==> src/rtl/ram_bist.sv <==
// March-style BIST for a single-port RAM: M0 up-write P, M1 up read P / write ~P,
// M2 down read ~P / write P, M3 down read P. Reports the first failure only.
module ram_bist #(
  parameter int                    ADDR_WIDTH = 4,
  parameter int                    DATA_WIDTH = 8,
  parameter logic [DATA_WIDTH-1:0] PATTERN    = 8'h55,
  parameter int                    TIMEOUT    = 15
) (
  input  logic                  clk,
  input  logic                  rst,
  input  logic                  start,
  output logic                  busy,
  output logic                  done,
  output logic                  pass,
  output logic [ADDR_WIDTH-1:0] fail_addr,
  output logic [1:0]            fail_phase,
  output logic [DATA_WIDTH-1:0] fail_data,
  output logic                  fail_timeout,
  output logic                  ram_en,
  output logic                  ram_wr_rd,
  output logic [ADDR_WIDTH-1:0] ram_addr,
  output logic [DATA_WIDTH-1:0] ram_data_in,
  input  logic [DATA_WIDTH-1:0] ram_data_out,
  input  logic                  ram_en_out
);

  localparam int CW = $clog2(TIMEOUT + 1);
  localparam logic [ADDR_WIDTH-1:0] ADDR_LAST = '1;

  typedef enum logic [2:0] {
    S_IDLE, S_WR, S_RD_REQ, S_RD_WAIT, S_NEXT, S_FINISH
  } state_t;

  state_t                state_q, state_d;
  logic [1:0]            phase_q, phase_d;
  logic [ADDR_WIDTH-1:0] addr_q, addr_d;
  logic [CW-1:0]         cnt_q, cnt_d;
  logic                  pass_q, pass_d;
  logic [ADDR_WIDTH-1:0] fail_addr_q, fail_addr_d;
  logic [1:0]            fail_phase_q, fail_phase_d;
  logic [DATA_WIDTH-1:0] fail_data_q, fail_data_d;
  logic                  fail_timeout_q, fail_timeout_d;

  logic [DATA_WIDTH-1:0] exp_data;
  logic [DATA_WIDTH-1:0] wr_data;
  logic                  ascending;
  logic                  at_last;

  // M2 expects ~P back; M1 is the only element that writes ~P.
  assign exp_data  = (phase_q == 2'd2) ? ~PATTERN : PATTERN;
  assign wr_data   = (phase_q == 2'd1) ? ~PATTERN : PATTERN;
  assign ascending = (phase_q < 2'd2);
  assign at_last   = ascending ? (addr_q == ADDR_LAST) : (addr_q == '0);

  always_ff @(posedge clk or posedge rst) begin
    if (rst) begin
      state_q        <= S_IDLE;
      phase_q        <= '0;
      addr_q         <= '0;
      cnt_q          <= '0;
      pass_q         <= 1'b0;
      fail_addr_q    <= '0;
      fail_phase_q   <= '0;
      fail_data_q    <= '0;
      fail_timeout_q <= 1'b0;
    end else begin
      state_q        <= state_d;
      phase_q        <= phase_d;
      addr_q         <= addr_d;
      cnt_q          <= cnt_d;
      pass_q         <= pass_d;
      fail_addr_q    <= fail_addr_d;
      fail_phase_q   <= fail_phase_d;
      fail_data_q    <= fail_data_d;
      fail_timeout_q <= fail_timeout_d;
    end
  end

  always_comb begin
    state_d        = state_q;
    phase_d        = phase_q;
    addr_d         = addr_q;
    cnt_d          = cnt_q;
    pass_d         = pass_q;
    fail_addr_d    = fail_addr_q;
    fail_phase_d   = fail_phase_q;
    fail_data_d    = fail_data_q;
    fail_timeout_d = fail_timeout_q;
    unique case (state_q)
      S_IDLE: begin
        if (start) begin
          state_d        = S_WR;
          pass_d         = 1'b0;
          phase_d        = '0;
          addr_d         = '0;
          fail_addr_d    = '0;
          fail_phase_d   = '0;
          fail_data_d    = '0;
          fail_timeout_d = 1'b0;
        end
      end
      S_WR: state_d = S_NEXT;
      S_RD_REQ: begin
        cnt_d   = '0;
        state_d = S_RD_WAIT;
      end
      S_RD_WAIT: begin
        if (ram_en_out) begin
          if (ram_data_out == exp_data) begin
            state_d = (phase_q == 2'd3) ? S_NEXT : S_WR;
          end else begin
            fail_addr_d  = addr_q;
            fail_phase_d = phase_q;
            fail_data_d  = ram_data_out;
            pass_d       = 1'b0;
            state_d      = S_FINISH;
          end
        end else if (cnt_q == CW'(TIMEOUT - 1)) begin
          fail_timeout_d = 1'b1;
          fail_data_d    = '0;
          fail_addr_d    = addr_q;
          fail_phase_d   = phase_q;
          pass_d         = 1'b0;
          state_d        = S_FINISH;
        end else begin
          cnt_d = cnt_q + CW'(1);
        end
      end
      S_NEXT: begin
        if (at_last) begin
          if (phase_q == 2'd3) begin
            pass_d  = 1'b1;
            state_d = S_FINISH;
          end else begin
            phase_d = phase_q + 2'd1;
            addr_d  = (phase_q == 2'd0) ? '0 : ADDR_LAST;
            state_d = S_RD_REQ;
          end
        end else begin
          addr_d  = ascending ? addr_q + ADDR_WIDTH'(1) : addr_q - ADDR_WIDTH'(1);
          state_d = (phase_q == 2'd0) ? S_WR : S_RD_REQ;
        end
      end
      S_FINISH: state_d = S_IDLE;
      default:  state_d = S_IDLE;
    endcase
  end

  always_comb begin
    busy         = (state_q != S_IDLE) && (state_q != S_FINISH);
    done         = (state_q == S_FINISH);
    ram_en       = (state_q == S_WR) || (state_q == S_RD_REQ) || (state_q == S_RD_WAIT);
    ram_wr_rd    = (state_q == S_WR);
    ram_addr     = addr_q;
    ram_data_in  = (state_q == S_WR) ? wr_data : '0;
    pass         = pass_q;
    fail_addr    = fail_addr_q;
    fail_phase   = fail_phase_q;
    fail_data    = fail_data_q;
    fail_timeout = fail_timeout_q;
  end

endmodule

==> config.mk <==
export PLATFORM = sky130hd
export DESIGN_NAME = ram_bist
export DESIGN_NICKNAME = d
export VERILOG_FILES = /design/src/rtl/ram_bist.sv
export SDC_FILE = /design/constraint.sdc
export NUM_CORES = 1
export LEC_CHECK = 0
export CAP_MARGIN = 20
export CORE_MARGIN = 3
export CORE_UTILIZATION = 40
export CTS_CLUSTER_DIAMETER = 30
export DETAILED_ROUTE_END_ITERATION = 16
export PLACE_DENSITY = 0.75
export SKIP_LAST_GASP = 1
export SYNTH_ARGS = -nofsm -noshare
export SYNTH_HDL_FRONTEND = slang
export SYNTH_SLANG_ARGS = --single-unit
==> constraint.sdc <==
create_clock -name clk -period 3.3 [get_ports clk]
set_clock_uncertainty 0.05 [all_clocks]
set_input_delay 0.825 -clock clk [delete_from_list [all_inputs] [get_ports clk]]
set_output_delay 0.825 -clock clk [all_outputs]
set_load 0.05 [all_outputs]
## Word-level counts from Yosys, hierarchy flattened

Index checks and enable logic that the tools add are counted.

| storage, ports and cells | value |
|---|---|
| flip-flop bits (word level) | 29 |
| logic and storage cells | 103 |

| operators by class | value |
|---|---|
| add/subtract/negate cells | 4 |
| magnitude comparators | 1 |
| eq/ne operators | 22 |
| muxes and demuxes | 49 |
| reductions and logical operators | 18 |

Operators by type and width:

| kind | count |
|---|---|
| $mux 8 | 7 |
| $mux 4 | 10 |
| $pmux 4 s2 | 3 |
| $mux 3 | 7 |
| $pmux 8 s2 | 1 |
| $pmux 3 s5 | 1 |
| $mux 2 | 7 |
| $ne 2x2->1 const B | 7 |
| $ne 3x3->1 const B | 4 |
| $reduce_and 4->1 | 3 |
| $mux 1 | 9 |
| $add 4x1->4 const B | 2 |
| $eq 4x4->1 const B | 2 |
| $eq 8x8->1 | 1 |
| $pmux 2 s2 | 2 |
| $eq 3x2->1 const B | 2 |
| $eq 3x3->1 const B | 2 |
| $reduce_and 3->1 | 2 |
| $reduce_and 6->1 | 1 |
| $reduce_bool 2->1 | 3 |
| $reduce_bool 3->1 | 2 |
| $eq 2x2->1 const B | 2 |
| $logic_not 4->1 | 1 |
| $sub 4x1->4 const B | 1 |
| other kinds (11) | 12 |

## Longest topological paths before layout

| depth | value |
|---|---|
| depth after elaboration | 6 |
| gate-level depth with buffers | 7 |
| depth with buffers taken out | 6 |

## Worst setup path after synthesis

No wires, ideal clock.

| timing path | value |
|---|---|
| kind | reg2out |
| start point | register state_q[1] |
| end point | output ram_data_in[2] |
| data arrival time | 3.060 ns |
| data required time | 2.425 ns |
| slack | -0.635 ns |
| cell stages (with the launch flop) | 5 |
| path through | dfrtp_1 > buf_2 > nor3b_1 > nor2b_1 > buf_4 |

| between the ends | value |
|---|---|
| longest elaborated chain between the ends | 2 |

Ends and longest elaborated chain:

| element | RTL line | source |
|---|---|---|
| start, declared | 34 | `state_t state_q, state_d;` |
| start signal, assigned | 67 | `state_q <= state_d;` |
| $eq 3x1->1 | -- |  |
| net ram_wr_rd | 20 | `output logic ram_wr_rd,` |
| $mux 8 | 155 | `ram_data_in = (state_q == S_WR) ? wr_data : '0;` |
| end, declared | 22 | `output logic [DATA_WIDTH-1:0] ram_data_in,` |

The timed path passes the listed nets, and every way through them passes these cells.

## Worst setup path in the final report

| timing path | value |
|---|---|
| start point | register phase_q[1] |
| end point | output ram_data_in[4] |

| between the ends | value |
|---|---|
| longest elaborated chain between the ends | 3 |

Ends and longest elaborated chain:

| element | RTL line | source |
|---|---|---|
| start, declared | 35 | `logic [1:0] phase_q, phase_d;` |
| start signal, assigned | 68 | `phase_q <= phase_d;` |
| $eq 2x1->1 | 51 | `assign wr_data = (phase_q == 2'd1) ? ~PATTERN : PATTERN;` |
| $mux 8 | 51 |  |
| $mux 8 | 155 |  |

Every way passes these cells.

==> metrics.yaml <==
clocking:
  cts_tree: "yes"
  clk-insertion-delay-late_ns: 0.28
  path_clk_slew_ns: 0.06
  root_buffer: "clkbuf_8"
  cts_buffers: 5
  cts_setup_buffers: 0
  clk_path_buf_depth: 2
  clock_sinks: 29
  htree_levels: 2
  cts_resized: 0
  ctsHoldBuffers: 0
critical_path:
  cp_cell_sequence: "inv_1 > ha_1 > nor2b_2 > clkdlybuf4s50_1"
  endpoint_kind: "primary output"
  critPathMaxStageDelay_ns: 0.83
  cp_num_buf_inv: 2
  cp.arrival_ns: 2.28
  start_kind: "flop"
  critPathKind: "flop to primary output"
  crit_fanout: 11
  slowest_stage: "clkdlybuf4s50_1"
  timing.critical_path.required_ns: 2.42
  path_delay_family: "buffers and inverters"
drt:
  via_count: 1624
  wire_per_inst_um: 14.7
  ant_nets: 0
  dr.pass1.iters: 4
  routed_wl_um: 4350
  drc: 0
  via_per_inst: 5.49
  drt_iter0_drc: 125
final_layout:
  final_nets: 265
  syn2layout_area_growth_pct: 28.3
  drive_above_1_share_pct: 9.84
  final_common_cell: "clkdlybuf4s50_1"
  fillerInstances: 399
  seq_area_um2: 726
  final_cell_mix: "clkdlybuf4s50_1 (43), nand2_1 (31), dfrtp_1 (29)"
  diodes: 0
  multi_input_area_um2: 1030
yosys:
  ys_types: 56
  syn_area_um2: 1880
  netlist_instances: 205
  ys_seq_area_share_pct: 38.7
  syn_area_per_cell_um2: 9.16
  synth_edf_count: 0
  syn_nets: 226
  yosysWarnings: 0
  synthArstFlopShare_pct: 100
  synthFlopType: "dfrtp_1"
  ys_ff_latch: 29
timing:
  hold_ws_ns: 0.436
  grt_setup_unrepaired: "false"
  finalSetupTns_ns: 0
  drv_slew: 0
  maxClockFrequency_mhz: 317
  period_minus_slack_ns: 3.15
  final-setup-viol-count: 0
  final_hold_viol_count: 0
  worst_pin_slew_ns: 0.648
  fin_crit_sh_pct: 95.6
  slew_headroom_pct: 56.6
floorplan:
  die_h_um: 74.5
  die_x_um: 74.5
  io_pins: 44
  die-area_um2: 5550
  coreArea_um2: 4440
  start_util_pct: 42.2
  rows: 24
placed_design:
  dp_hpwl_um: 3140
  port_buffers: 43
  globalplace.congestion: 0.792
run_status:
  status: "completed"
global_routing:
  grtUsageMet2_pct: 24.7
  overflow: 0
  met3_usage_pct: 3.78
  grt_pass1_vias: 1586
  grt_util_all_layers_pct: 17.8
  grt_pass1_wl_um: 7570
  busiest_layer: "met1"
  antenna_found_initial: 0
  grt_max_degree: 30
  globalRouteMet1Util_pct: 26.8
power:
  p_per_area_nw_per_um2: 829
  leakagePower_nw: 1.08
  peakVddDrop_mv: 0.568
run:
  drv_cap: 0
worst_hold_path:
  hold_class: "flop to flop"
cells by family after synthesis:
group	share of synthesized area [%]
xor+xnor	1.40
mux	2.13
buf+inv	6.87
flops	38.7
compound gates	20.2
fa+ha+maj	6.40
simple gates	24.3
sequential cells by signal (all words and copies together), names as in the netlist:
signal / flops
fail_data: 8
cnt_q: 4
fail_addr: 4
ram_addr: 4
state_q: 3
fail_phase: 2
phase_q: 2
fail_timeout: 1
pass: 1
stage by stage:
step | area, um2 | power, mW | std cells | setup WS (ns) | util, %
finish | 2410 | 2.00 | 296 | 0.146 | 54.2
global route | 2410 | 2.13 | 296 | 0.0305 | 54.2
CTS | 2410 | 2.01 | 296 | 0.153 | 54.2
detailed placement | 2320 | 1.71 | 289 | 0.467 | 52.3
global placement | 2320 | 1.70 | 289 | 0.548 | 52.3
floorplan | 1880 | 1.56 | 205 | 0.203 | -
layer usage:
metal / up-vias / part of all wire [%]
met5: - / 0
met4: 0 / 1.1
met3: 5 / 4.3
met2: 40 / 43
met1: 761 / 52
li1: 818 / -
worst min-delay path, delay by kind of cell (launching register included):
family,cells,cell delay [ns]
DFF,1,0.35
AOI/OAI and AO/OA,1,0.06
and+or+nand+nor,1,0.05
synthesized netlist by cell type, types with 3 or more instances:
| master | instances | area (um2) |
|---|---|---|
| a21o_1 | 3 | 22.5 |
| a21oi_1 | 4 | 20.0 |
| a31oi_1 | 4 | 25.0 |
| and2_1 | 3 | 18.8 |
| buf_2 | 4 | 20.0 |
| buf_4 | 6 | 45.0 |
| clkbuf_1 | 5 | 18.8 |
| dfrtp_1 | 29 | 726 |
| ha_1 | 8 | 100 |
| inv_1 | 9 | 33.8 |
| mux2i_1 | 4 | 40.0 |
| nand2_1 | 31 | 116 |
| nand3_1 | 6 | 30.0 |
| nand4_1 | 9 | 56.3 |
| nor2_1 | 15 | 56.3 |
| o21ai_0 | 5 | 25.0 |
| o21ai_1 | 4 | 20.0 |
| o22ai_1 | 9 | 56.3 |
| o2bb2ai_1 | 3 | 26.3 |
final timing paths:
check	start	to	slack (ns)	depth (start not counted)
worst min-delay path	fail_timeout$_DFFE_PP0P_	fail_timeout$_DFFE_PP0P_	0.44	2
worst max-delay path	phase_q[1]$_DFFE_PP0P_	ram_data_in[4]	0.15	4
worst max register to register	cnt_q[0]$_DFFE_PP0P_	fail_data[3]$_DFFE_PP0P_	1.27	6
max in group asynchronous	rst	fail_data[2]$_DFFE_PP0P_	2.05	3
worst min register to register	fail_timeout$_DFFE_PP0P_	fail_timeout$_DFFE_PP0P_	0.44	2
min in group asynchronous	rst	fail_timeout$_DFFE_PP0P_	0.87	3
power by group:
group          total [mW]  switching, mW  leakage (nW)  internal (mW)
Clock               0.294          0.129        0.0443          0.165
Sequential          0.531          0.103         0.394          0.428
Combinational        1.17          0.765         0.642          0.407
Total                2.00          0.997          1.08           1.00
layout make-up:
| type | count | share of cell area (%) |
|---|---|---|
| Tap cell | 52 | 2.70 |
| Multi-Input combinational cell | 151 | 42.8 |
| Inverter | 9 | 1.40 |
| Sequential cell | 29 | 30.1 |
| Timing Repair Buffer | 48 | 19.4 |
| Clock buffer | 7 | 3.58 |
Power figures use the tool's default switching activity.
